==> src/rtl/display_pkg.sv <==
// rtl/display_pkg.sv - shared constants and hex-to-segment table for the display multiplexer
package display_pkg;

    localparam logic [6:0] SEG_OFF = 7'h7F;
    localparam logic       AN_OFF  = 1'b1;
    localparam logic       AN_ON   = 1'b0;

    // Segment order {g,f,e,d,c,b,a}, active-low; lower-case b and d keep them distinct from 8 and 0
    localparam logic [6:0] SEG_TABLE [16] = '{
        7'h40, 7'h79, 7'h24, 7'h30,
        7'h19, 7'h12, 7'h02, 7'h78,
        7'h00, 7'h10, 7'h08, 7'h03,
        7'h46, 7'h21, 7'h06, 7'h0E
    };

    function automatic logic [6:0] hex_to_seg(input logic [3:0] digit);
        return SEG_TABLE[digit];
    endfunction

endpackage

==> src/rtl/seg_decoder.sv <==
// rtl/seg_decoder.sv - combinational hex digit to active-low seven-segment decode
module seg_decoder
    import display_pkg::*;
(
    input  logic [3:0] digit_i,
    output logic [6:0] seg_o
);

    always_comb begin
        seg_o = hex_to_seg(digit_i);
    end

endmodule

==> src/rtl/display_mux.sv <==
// rtl/display_mux.sv - two-digit time-multiplexed seven-segment driver
// Optional inter-digit blanking is compiled in with DISPLAY_MUX_BLANK_EN.
module display_mux
    import display_pkg::*;
#(
    parameter int unsigned DIV_W     = 18,
    parameter int unsigned BLANK_CYC = 64
) (
    input  logic       clk,
    input  logic       reset,
    input  logic [3:0] s0,
    input  logic [3:0] s1,
    output logic [6:0] seg,
    output logic       an0,
    output logic       an1
);

    localparam logic [DIV_W-1:0] CNT_ONE = {{(DIV_W-1){1'b0}}, 1'b1};

    logic [DIV_W-1:0] cnt_q, cnt_d;
    logic             sel_q, sel_d;
    logic [3:0]       digit_q, digit_d;
    logic [6:0]       seg_q, seg_d;
    logic             an0_q, an0_d;
    logic             an1_q, an1_d;
    logic [6:0]       seg_dec;
    logic             wrap;
    logic             blank_d;

    // Operands are sampled only at a phase start so a digit never changes while lit
    always_comb begin
        wrap    = &cnt_q;
        cnt_d   = cnt_q + CNT_ONE;
        sel_d   = sel_q;
        digit_d = digit_q;
        if (wrap) begin
            sel_d   = ~sel_q;
            digit_d = sel_q ? s0 : s1;
        end
    end

`ifdef DISPLAY_MUX_BLANK_EN
    assign blank_d = (BLANK_CYC != 0) && (32'(cnt_d) < BLANK_CYC);
`else
    // Parameter stays in the port list so both builds share one instantiation
    assign blank_d = 1'b0 & (BLANK_CYC != 0);
`endif

    seg_decoder u_seg_decoder (
        .digit_i (digit_d),
        .seg_o   (seg_dec)
    );

    always_comb begin
        seg_d = seg_dec;
        an0_d = sel_d;
        an1_d = ~sel_d;
        if (blank_d) begin
            seg_d = SEG_OFF;
            an0_d = AN_OFF;
            an1_d = AN_OFF;
        end
    end

    // Reset parks the counter at all-ones so the first edge starts the digit-0 phase
    always_ff @(posedge clk or posedge reset) begin
        if (reset) begin
            cnt_q   <= '1;
            sel_q   <= 1'b1;
            digit_q <= 4'h0;
            seg_q   <= SEG_OFF;
            an0_q   <= AN_OFF;
            an1_q   <= AN_OFF;
        end else begin
            cnt_q   <= cnt_d;
            sel_q   <= sel_d;
            digit_q <= digit_d;
            seg_q   <= seg_d;
            an0_q   <= an0_d;
            an1_q   <= an1_d;
        end
    end

    assign seg = seg_q;
    assign an0 = an0_q;
    assign an1 = an1_q;

endmodule

==> config.mk <==
export PLATFORM = sky130hd
export DESIGN_NAME = display_mux
export DESIGN_NICKNAME = d
export VERILOG_FILES = /design/src/rtl/display_pkg.sv /design/src/rtl/seg_decoder.sv /design/src/rtl/display_mux.sv
export SDC_FILE = /design/constraint.sdc
export NUM_CORES = 1
export LEC_CHECK = 0
export ABC_CLOCK_PERIOD_IN_PS = 5050
export BUFFER_PORTS_ARGS = -buffer_cell sky130_fd_sc_hd__buf_2
export CAP_MARGIN = 20
export CORE_ASPECT_RATIO = 2
export CORE_UTILIZATION = 45
export DETAILED_ROUTE_END_ITERATION = 10
export HOLD_SLACK_MARGIN = 0.03
export MAX_ROUTING_LAYER = met4
export PLACE_DENSITY = 0.76
export SLEW_MARGIN = 20
export SYNTH_ARGS = -nofsm -noshare
export SYNTH_HDL_FRONTEND = slang
export SYNTH_SLANG_ARGS = --single-unit
==> constraint.sdc <==
create_clock -name clk -period 5.05 [get_ports clk]
set_input_delay 0.505 -clock clk [delete_from_list [all_inputs] [get_ports clk]]
set_output_delay 0.505 -clock clk [all_outputs]
set_load 0.01 [all_outputs]
# Yosys cells after proc, flatten, opt, wreduce, memory -nomap -nowiden
# Memory sizes are Yosys's and may differ from the RTL's. A register that Yosys moved wholly into a read port is not among the register bits.
# Cells that the tools add are included.
# W data, S select, Z words.
[totals] ff_bits=24 mem_bits_ro=112 output_inout_bits=9 word_cells=13 n_memories=1
[mem_list] name="(name not given)" words=16 word_bits=7 rd=1 rd_clocked_by_memory_dff=1 wr=0 line="display_pkg.sv:17" rtl="return SEG_TABLE[digit];"
[classes] n_addsub=1 mux=3 bitwise_logic=3 reduce_logical=1
[op_table] operator="$add A18 B1 Y18 const B" n=1
[op_table] operator="$reduce_and A18 Y1" n=1
[op_table] operator="$mux W4" n=2
[op_table] operator="$not A4 Y5" n=1
[op_table] operator="$not A1 Y1" n=2
[op_table] operator="$mux W1" n=1

# Logic depth before layout (Yosys ltp)
[depth] ltp_word=3 ltp_mapped=9 depth_no_buf=9

# By module
# A second synthesis with hierarchy kept.
[hier_totals] cells_unflattened=121 area_unflattened_um2=1536.5
[modules_own_cells] mod="display_mux" n_inst=1 cells_per_inst=89 area_each_um2=1261.2
[modules_own_cells] mod="seg_decoder" n_inst=1 cells_per_inst=32 area_each_um2=275.3

# Worst setup path after synthesis
# Ideal clock, no wire load.
[synth_timing] path_type="register to register" startpoint="register cnt_q[0]" endpoint="register seg_q[0] (netlist: seg[0])" setup_time_ns=0.086 arrival_ns=2.400 t_required_ns=4.964 path_slack_ns=2.565 path_stages_with_launch=10 path_buffers=0 synth_period_minus_slack_ns=2.485 path_cell_list="dfstp_2 ha_1 nand3_1 nor4_4 nand3_4 mux2i_1 inv_1 ha_1 nor3_1 a211oi_2"
[synth_between] elab_chain_cells=3
[synth_rtl] item="from (decl)" line="display_mux.sv:20" rtl="logic [DIV_W-1:0] cnt_q, cnt_d;"
[synth_rtl] item="from (signal assigned)" line="display_mux.sv:75" rtl="cnt_q <= cnt_d;"
[synth_rtl] item="$reduce_and A18 Y1" line="display_mux.sv:32" rtl="wrap = &cnt_q;"
[synth_rtl] item="$mux W4" line="display_mux.sv:36" rtl="if (wrap) begin"
[synth_rtl] item="named net digit_d[0]" line="display_mux.sv:22" rtl="logic [3:0] digit_q, digit_d;"
[synth_rtl] item="$not A4 Y5 (implied by the code)" line="display_pkg.sv:17"
[synth_rtl] item="to (decl)" line="display_mux.sv:23" rtl="logic [6:0] seg_q, seg_d;"
# The timed path passes the listed nets, and every way through them passes these cells.

# Worst setup path after layout
[layout_timing] startpoint="register cnt_q[0]" endpoint="register seg_q[3] (netlist: seg[3])"
# Same word-level chain as after synthesis.

==> impl_metrics.yaml <==
status:
  status: "completed"
sta:
  worst_pin_slew_ns: 0.623
  slew_violations: 0
  grt_setup_unrepaired: "false"
  fmax_ghz: 0.356
  finalClockSkew_ns: 0.00178
  finalHoldViolCount: 0
  maxSlewHeadroom: 0.584
  fin_tns_setup_ns: 0
  period_share: 0.556
  setup_viol: 0
  period_needed_ns: 2.81
yosys:
  synthCells: 119
  syn_nets: 133
  synth-main-ff-cell: "dfstp_2"
  synth_cell_type_count: 30
  synthArstFlopShare: 1.00
  syn_area_per_cell_sq_um: 12.5
  netlist_area_sq_mm: 0.00149
  yosysWarningCount: 0
  ys_ff_latch: 31
  synth_top_area_frac: 0.476
  synth_top_cell_by_area: "dfstp_2"
  synth_edf_count: 0
  synth_area_leaders: "dfstp_2, xnor2_1, dfrtp_1, mux2i_4, nand3_1"
  seq_area_frac_synth: 0.543
drt:
  drt_wl_total_um: 2840
  drtIter0Drc: 15
  first_pass_iters: 4
  top_layer: "met4"
  routed-wl-met2_um: 1720
  wl_per_cell_um: 16.1
  vias: 982
  drc_errors: 0
  wl_met3_um: 71
  viasPerCell: 5.58
  final_antenna_net_count: 0
  m1WireLength_um: 957
worst_setup_path:
  crit_cells: 9
  crit_path_frequent_cell: "ha_1"
  critical_path.cell_chain: "ha_1, nand3_1, nor4_4, nand3_4, mux2i_1, inv_1, ha_1, a21oi_1, a22oi_1"
  cp_slowest_cell: "dfstp_2"
  worstPathMaxFanout: 7
  rrSetupSlack_ns: 2.24
  critPathLaunchType: "flop"
  r2r-end: "seg[3]$_DFF_PP1_"
  cp-endpoint: "seg[3]$_DFF_PP1_"
  path_buf_inv: 1
  worstSetupPathType: "flop to flop"
  crit_required_ns: 5.25
  r2r_start: "cnt_q[0]$_DFF_PP1_"
  end_kind: "flop"
  cp-startpoint: "cnt_q[0]$_DFF_PP1_"
  path_delay_family: "simple AND/OR/NAND/NOR gates"
  timing.critical_path.slowest_cell_delay_ns: 0.54
  reg2reg_depth: 9
  critPathArrivalTime_ns: 3.01
power:
  ir_drop_mv: 0.269
  powerDensity_mw_per_mm2: 299
  p_leak_nw: 0.738
die:
  fp.dieArea_sq_mm: 0.00356
  die_w_um: 42.7
  fp-row-count: 29
  initial_core_util: 0.472
  pin_count: 19
  core_area_sq_mm: 0.00316
  die_h_um: 83.4
global_route:
  grt_usage: 0.195
  grt-ovfl-total: 0
  grt_pass1_wl_um: 4910
  grt_max_degree: 32
  grt_pass1_vias: 1061
  antenna_found_initial: 0
cts:
  clockRootBuffer: "clkbuf_8"
  cts_buffers: 5
  clkTransAtPathRegs_ns: 0.06
  cts_max_path_buffers: 2
  clock_sinks: 31
  cts-resized-gates: 0
  h-tree-depth: 2
  clock_latency_ns: 0.28
  post_cts_buffers: 0
  cts_tree: "built"
  cts-hold-fix-buffers: 0
layout:
  syn_to_final_growth_pct: 15.4
  stdcell_area_sq_mm: 0.00172
  fin_util: 0.545
  drive_gt1_frac: 0.462
  antenna_cells: 0
  num-nets-final: 158
  nFillCells: 276
flow_run:
  max_cap_violations: 0
placement:
  postPlaceCellArea_sq_mm: 0.00162
  gp_congestion: 0.860
  portBuffers: 18
  dp_hpwl_um: 2120
worst_hold_path:
  hp-class: "primary input to async pin"
-- report_power, final --
group | switching [mW] | internal [mW] | total (mW) | leakage (nW)
clock | 0.0878 | 0.124 | 0.212 | 0.0515
sequential | 0.00224 | 0.260 | 0.262 | 0.327
combinational | 0.0253 | 0.0158 | 0.0412 | 0.359
-- synth_stat cells (3+ instances only) --
cell type and n:
dfstp_2 27, nand3_1 12, xnor2_1 12, nand2_1 7, inv_1 6, xor2_1 6, dfrtp_1 4, ha_1 4
mux2_2 4, mux2i_1 4, nor2_1 4, mux2i_4 3, nand4_1 3
-- layout by cell type (no fill, tap or decap), types with 3 or more instances in the layout --
cell type and instances:
buf_2 18, clkbuf_8 7, dfrtp_1 4, dfstp_2 27, ha_1 4, inv_1 5, inv_2 3, mux2_2 4
mux2i_1 4, mux2i_4 3, nand2_1 7, nand3_1 12, nand4_1 3, nor2_1 4, xnor2_1 12, xor2_1 6
-- logic make-up (layout without fill, tap and decap cells) --
kind of cell	after synthesis	count (layout)	share of synthesized area
AOI/OAI and AO/OA	11	11	0.0503
and+or+nand+nor	36	36	0.145
muxes	11	11	0.102
xor gates and xnor gates	18	18	0.106
DFF	31	31	0.543
buffers and inverters	8	34	0.0201
adders and majority gates	4	4	0.0336
-- stage by stage --
step / hold WS, ns / total power [mW] / worst slack, ns / std cells
2_1_floorplan: 0.425 / 0.292 / 2.56 / 119
3_3_place_gp: 0.435 / 0.306 / 2.35 / 168
3_5_place_dp: 0.440 / 0.307 / 2.26 / 168
4_1_cts: 0.456 / 0.521 / 2.26 / 176
5_1_grt: 0.360 / 0.535 / 2.03 / 176
6_report: 0.302 / 0.515 / 2.24 / 176
-- how the worst min path moves through the flow --
stage          slack [ns]              endpoint  cells after the start                from
3_5_place_dp         0.44    cnt_q[0]$_DFF_PP1_                      1  cnt_q[0]$_DFF_PP1_
5_1_grt              0.36  digit_q[0]$_DFF_PP0_                      2               reset
3_3_place_gp         0.43    cnt_q[0]$_DFF_PP1_                      1  cnt_q[0]$_DFF_PP1_
4_1_cts              0.46    cnt_q[0]$_DFF_PP1_                      1  cnt_q[0]$_DFF_PP1_
6_report             0.30  digit_q[3]$_DFF_PP0_                      2               reset
2_1_floorplan        0.43    cnt_q[0]$_DFF_PP1_                      1  cnt_q[0]$_DFF_PP1_
-- per-layer routing --
layer | track usage | up-vias
met1 | 0.185 | 493
met4 | 0.102 | 0
li1 | - | 465
met2 | 0.351 | 19
met3 | 0.0348 | 5
met5 | - | -
-- registers in the layout (all words and copies together) (netlist names) --
| register | count |
|---|---|
| cnt_q | 18 |
| seg | 7 |
| an0 | 1 |
| digit_q | 4 |
| an1 | 1 |
-- area by class of cell --
type                       instances  area (sq um)  area share
clock buffer                       8           100      0.0582
inverter                           8          30.0      0.0175
multi-input combinational         80           652       0.379
sequential                        31           810       0.471
tap                               31          38.8      0.0225
timing repair buffer              18          90.1      0.0524
No activity file was read; power rests on OpenSTA's default activity.
